<file path="src/rtl/adder_pipe.sv">
// adder_pipe: pipelined ripple-carry adder with a valid/ready stream interface.
// The carry crosses one WIDTH/STAGES-bit slice per register stage.
//
// Optional feature macro: ADDER_SUB_EN
//   When defined, the Sub port exists and the block can also subtract.
//
// Parameters:
//   WIDTH   operand and result width (at least 1)
//   STAGES  pipeline depth and slice count (WIDTH % STAGES == 0)
//
// Ports:
//   clk, rst              clock; asynchronous active-high reset
//   A, B, Cin             operands and carry-in (borrow-in when Sub=1)
//   Sub                   1 = compute A - B - Cin (ADDER_SUB_EN only)
//   in_valid, in_ready    input handshake
//   Sum, Cout, Ovf        result, carry-out (1 = no borrow), signed overflow
//   out_valid, out_ready  output handshake
module adder_pipe #(
    parameter int WIDTH  = 16,
    parameter int STAGES = 4
) (
    input  logic             clk,
    input  logic             rst,
    input  logic [WIDTH-1:0] A,
    input  logic [WIDTH-1:0] B,
    input  logic             Cin,
`ifdef ADDER_SUB_EN
    input  logic             Sub,
`endif
    input  logic             in_valid,
    output logic             in_ready,
    output logic [WIDTH-1:0] Sum,
    output logic             Cout,
    output logic             Ovf,
    output logic             out_valid,
    input  logic             out_ready
);

    localparam int W = WIDTH / STAGES;
    localparam int L = STAGES - 1;

    if (WIDTH < 1 || STAGES < 1 || STAGES > WIDTH ||
        (WIDTH % STAGES) != 0) begin : g_bad_cfg
        $error("adder_pipe: illegal WIDTH/STAGES combination");
    end

    logic             advance;
    logic [WIDTH-1:0] bp;
    logic             c0;
    logic             ovf_q;
    logic             ovf_n;

`ifdef ADDER_SUB_EN
    // A - B - Cin == A + ~B + ~Cin
    assign bp = Sub ? ~B : B;
    assign c0 = Sub ? ~Cin : Cin;
`else
    assign bp = B;
    assign c0 = Cin;
`endif

    // Global stall: everything moves together or nothing moves.
    assign advance   = !out_valid || out_ready;
    assign in_ready  = advance && !rst;

    // One slice of full adders; returns {carry_out, sum}.
    function automatic logic [W:0] add_slice(
        input logic [W-1:0] a,
        input logic [W-1:0] b,
        input logic         ci
    );
        logic [W-1:0] s;
        logic         c;
        s = '0;
        c = ci;
        for (int i = 0; i < W; i++) begin
            s[i] = a[i] ^ b[i] ^ c;
            c    = (a[i] & b[i]) | (c & (a[i] ^ b[i]));
        end
        return {c, s};
    endfunction

    for (genvar k = 0; k < STAGES; k++) begin : stg
        localparam int LO = k * W;
        // Operand bits still to be added when entering this stage.
        localparam int PW = WIDTH - LO;

        logic          v;
        logic          c;
        logic [LO+W-1:0] s;

        logic [PW-1:0] pa;
        logic [PW-1:0] pb;
        logic          pc;
        logic          pv;
        logic [LO+W-1:0] sn;
        logic [W:0]    r;

        if (k == 0) begin : g_src
            assign pa = A;
            assign pb = bp;
            assign pc = c0;
            assign pv = in_valid;
            assign sn = r[W-1:0];
        end else begin : g_src
            assign pa = stg[k-1].g_rem.ra;
            assign pb = stg[k-1].g_rem.rb;
            assign pc = stg[k-1].c;
            assign pv = stg[k-1].v;
            // Finished lower slices ride along with the transaction.
            assign sn = {r[W-1:0], stg[k-1].s};
        end

        assign r = add_slice(pa[W-1:0], pb[W-1:0], pc);

        // Data only loads behind a valid bit so bubbles leave
        // the last result in place.
        always_ff @(posedge clk or posedge rst) begin
            if (rst) begin
                v <= 1'b0;
                c <= 1'b0;
                s <= '0;
            end else if (advance) begin
                v <= pv;
                if (pv) begin
                    c <= r[W];
                    s <= sn;
                end
            end
        end

        if (PW > W) begin : g_rem
            logic [PW-W-1:0] ra;
            logic [PW-W-1:0] rb;

            always_ff @(posedge clk or posedge rst) begin
                if (rst) begin
                    ra <= '0;
                    rb <= '0;
                end else if (advance && pv) begin
                    ra <= pa[PW-1:W];
                    rb <= pb[PW-1:W];
                end
            end
        end
    end

    // Carry into the top bit is recovered from its sum bit:
    // s = a ^ b ^ cin  =>  cin = s ^ a ^ b.
    assign ovf_n = stg[L].pa[W-1] ^ stg[L].pb[W-1] ^
                   stg[L].r[W-1] ^ stg[L].r[W];

    always_ff @(posedge clk or posedge rst) begin
        if (rst) begin
            ovf_q <= 1'b0;
        end else if (advance && stg[L].pv) begin
            ovf_q <= ovf_n;
        end
    end

    assign Sum       = stg[L].s;
    assign Cout      = stg[L].c;
    assign Ovf       = ovf_q;
    assign out_valid = stg[L].v;

endmodule
</file>
<file path="config.mk">
export PLATFORM = sky130hd
export DESIGN_NAME = adder_pipe
export DESIGN_NICKNAME = d
export VERILOG_FILES = /design/src/rtl/adder_pipe.sv
export SDC_FILE = /design/constraint.sdc
export NUM_CORES = 1
export LEC_CHECK = 0
export ABC_AREA = 1
export CAP_MARGIN = 20
export CORE_ASPECT_RATIO = 1.5
export CORE_MARGIN = 1
export CORE_UTILIZATION = 41
export DETAILED_ROUTE_END_ITERATION = 8
export SETUP_SLACK_MARGIN = 0.4
export SYNTH_ARGS = -nofsm -noshare
export SYNTH_HDL_FRONTEND = slang
export SYNTH_SLANG_ARGS = --single-unit
</file>
<file path="constraint.sdc">
create_clock -name clk -period 6.6 [get_ports clk]
set_clock_uncertainty 0.2 [all_clocks]
set_input_delay 0.99 -clock clk [delete_from_list [all_inputs] [get_ports clk]]
set_output_delay 0.99 -clock clk [all_outputs]
set_load 0.02 [all_outputs]
</file>
* Word-level counts from Yosys, hierarchy flattened
Cells that the tools add are included.
Operators by class: bitwise logic cells 82, reduce and logical (&&, ||, !) cells 12
Operators with widths (count):
- XOR 1 bit | 34
- AND 1 bit | 32
- OR 1 bit | 16
- AND reduction 2 bit | 4
- logical AND 1 bit | 5
- zero test 1 bit | 2
- logical OR 1 bit | 1
Word-level totals: input port bits 37, logic and storage cells 113, register bits after elaboration 97

* Depth between registers and ports, before layout
depth in word-level cells 10, depth in mapped cells 13

* Worst setup path after synthesis
Ideal clock, no wire load.
kind input to register, start in A[0], end reg stg[0].s[3], stages on the path 8, required time 6.317 ns, path slack 3.748 ns, arrival 2.569 ns, library setup time 0.083 ns, path buffers 0, cell sequence inv_1 > fa_1 > inv_1 > fa_1 > fa_1 > inv_1 > fa_1 > o21ai_0
On the way: word-level cells in the longest chain between the ends 8
Ends and longest elaborated chain:
- from (decl) | RTL line 24 | input logic [WIDTH-1:0] A,
- XOR 1 bit | RTL line 78 | c = (a[i] & b[i]) | (c & (a[i] ^ b[i]));
- AND 1 bit | RTL line 78
- OR 1 bit (*) | RTL line 78
- AND 1 bit (*) | RTL line 78
- OR 1 bit (*) | RTL line 78
- AND 1 bit (*) | RTL line 78
- OR 1 bit (*) | RTL line 78
- XOR 1 bit (*) | RTL line 77 | s[i] = a[i] ^ b[i] ^ c;
- to (signal assigned) | RTL line 127 | s <= sn;
- to (decl) | RTL line 90 | logic [LO+W-1:0] s;
Mark *: on every way between the ends. The rest lies on a longest branch, timed or not. A chain may end at the register's enable or synchronous reset.

* Worst setup path after layout
start in out_ready, end out in_ready
On the way: word-level cells in the longest chain between the ends 2
Ends and longest elaborated chain:
- from (decl) | RTL line 36 | input logic out_ready
- logical OR 1 bit | RTL line 63 | assign advance = !out_valid || out_ready;
- logical AND 1 bit | RTL line 64 | assign in_ready = advance && !rst;
- to (decl) | RTL line 31 | output logic in_ready,
No other way between the ends.

==> results.md <==
* Hold WC Path Type: reg2reg
* Die span in x at 84.8 um
* Setup bufs post-CTS at 0
* Reg2reg start: stg[2].g_rem.ra[0]
* # diodes at 0
* Commonest non-fill, non-tap cell in the layout: nand2_1
* Final Setup Violations at 0
* Yosys reg bits at 97
* First-pass GRT wire length at 13000 um
* Layout cells sized above 1 at 3.37%
* 1st-iter DRT viols at 146
* Synth top area cells: dfrtp_1 (58%), nand2_1 (18%), nand3_1 (8.1%)
* Fmax at 0.292 GHz
* Hold_sp: stg[0].g_rem.ra[9]
* Worst VDD drop at 0.207 mV
* Top Ports at 57
* WS Path Type: in2out
* Syn_area_per_cell at 9.18 um^2
* GPL Wtd Cong at 0.723
* TNS Setup at 0 ns
* Clock buffer count from CTS at 9
* Reg2Reg Capture Point: Ovf
* Kind of end point of the critical path: output port
* H-Tree Depth at 3
* Routed wire length at 7270 um
* Remaining global-route overflow at 0
* Root buf cell: clkbuf_16
* Worst-case hold path end point: stg[0].g_rem.ra[9]
* Tmin final at 3.43 ns
* Sequential-to-total area share from yosys stat at 57.6%
* Standard-cell rows at 45
* Hold depth at 2
* Synth cell types at 16
* Clk sink count at 97
* Die Ht at 126 um
* Mapped Area at 0.00421 mm^2
* Starting Density at 41.8%
* Register area at 0.00243 mm^2
* NumNets Final at 556
* Yosys top cell area share at 57.6%
* # port buffers at 56
* Critical path startpoint category: input port
* P_leak at 2.62 nW
* First drt pass iteration count at 8
* Final Cycle Share at 52.0%
* Total global-route track usage at 15.3%
* Outcome: complete, but fails checks
* Post-CTS resize count at 0
* Clk_lat worst skew at 0.34 ns
* Final ANT Viol Nets at 0
* Vias in the first global route at 2960
* Slew Limit Fails at 0
* PD cells at 433 mW/mm^2
* Measured slew at the worst slew-check pin at 0.935 ns
* Largest net degree at the start of global routing at 73
* WL per Instance at 11.7 um
* Post-Place Cells at 608
* Core box area at 0.0101 mm^2
* # hold bufs at CTS at 0
* Clk pin slew, worst setup/hold paths at 0.06 ns
* Max cap viols at 0
* Post-DP HPWL at 4960 um
* Via density at 4.69
* Area grow syn2layout at 20.0%
* DIE AREA at 0.0107 mm^2
* Synth Warn # at 0
* Initial antenna violation count at 0
* Worst R2R Path Depth at 13
* R2r setup slk at 3.97 ns
* Critical Path AT at 2.24 ns
* Critical Path Fanout Max at 5
* Syn_nets at 513
* Remaining DRCs at 3
* Footprint of the multi-input gates at 0.00152 mm^2
* Rel. slew slack at 37.5%
* Filler Cell Count at 1010
* RSZ-0062 raised after global routing: no
* Clock Tree Buf Depth at 2
* WP data required at 5.41 ns
* Most area-hungry cell type in the Yosys netlist: dfrtp_1
* Final hold vios at 0
* Violated checks: design-rule violations
* Detailed-route via count at 2915
* TritonCTS clock tree: yes
* Most frequent cells in the layout: nand2_1 (199), dfrtp_1 (97), nand3_1 (68)
* Synth Instances at 459
* Non-Filler Instances at 622
## layer usage
metal  part of all wire, %  track usage (%)  vias up
met3                   3.2             3.80       11
met5                     0                0        -
met2                    48             25.5       52
li1                      -                -     1495
met4                   2.2             7.18        0
met1                    46             18.7     1357
## cells by family after synthesis
kind of cell | after synthesis | synth area share, %
adders and majority gates | 17 | 7.90
AOI/OAI and AO/OA | 13 | 1.54
DFF | 97 | 57.6
and+or+nand+nor | 272 | 26.6
buffers and inverters | 60 | 6.39
## critical path: stages
cell and delay [ns]:
clkdlybuf4s50_1 0.50, nor2_4 0.07, nor2_1 0.08, clkdlybuf4s50_1 0.60
## worst max path at each step
stage                       end  cells past startpoint      start  slack [ns]
global route           in_ready                      4  out_ready        3.14
detailed placement  stg[1].s[4]                      5  out_ready        3.10
global placement       in_ready                      4  out_ready        3.16
CTS                    in_ready                      4  out_ready        3.17
floorplan                  Cout                      1        rst        2.88
finish                 in_ready                      4  out_ready        3.17
## report_power, final
group	switching, mW	leakage [nW]	internal, mW
sequential	0.157	1.22	0.830
combinational	0.427	1.27	0.301
clock	0.201	0.129	0.272
## layout make-up
type	instances	area share, %
timing repair buffer	57	11.2
clock buffer	14	5.22
inverter	35	2.67
sequential	97	48.0
tap	117	2.89
multi-input combinational	302	30.0
## state kept, by name, summed over array words and instances (netlist names)
register,cells
stg.g_rem.ra,24
stg.g_rem.rb,24
stg.s,24
Sum,16
stg.c,3
stg.v,3
Cout,1
Ovf,1
out_valid,1
## Yosys cell counts, drive strengths merged
cell	count
nand2	201
dfrtp	97
nand3	68
inv	35
buf	21
fa	16
o21ai	13
clkbuf	4
nor2	3
ha	1
## stage by stage
step	hold slack, ns	power, mW	worst slack, ns	utilization (%)	cell area (um^2)
2_1_floorplan	0.242	1.50	2.88	-	4210
3_3_place_gp	0.256	1.71	3.16	47.6	4790
3_5_place_dp	0.258	1.74	3.10	47.6	4790
4_1_cts	0.274	2.22	3.17	50.2	5060
5_1_grt	0.281	2.38	3.14	50.2	5060
6_report	0.268	2.19	3.17	50.2	5060
Note: power is estimated with default switching activity, not from simulation.
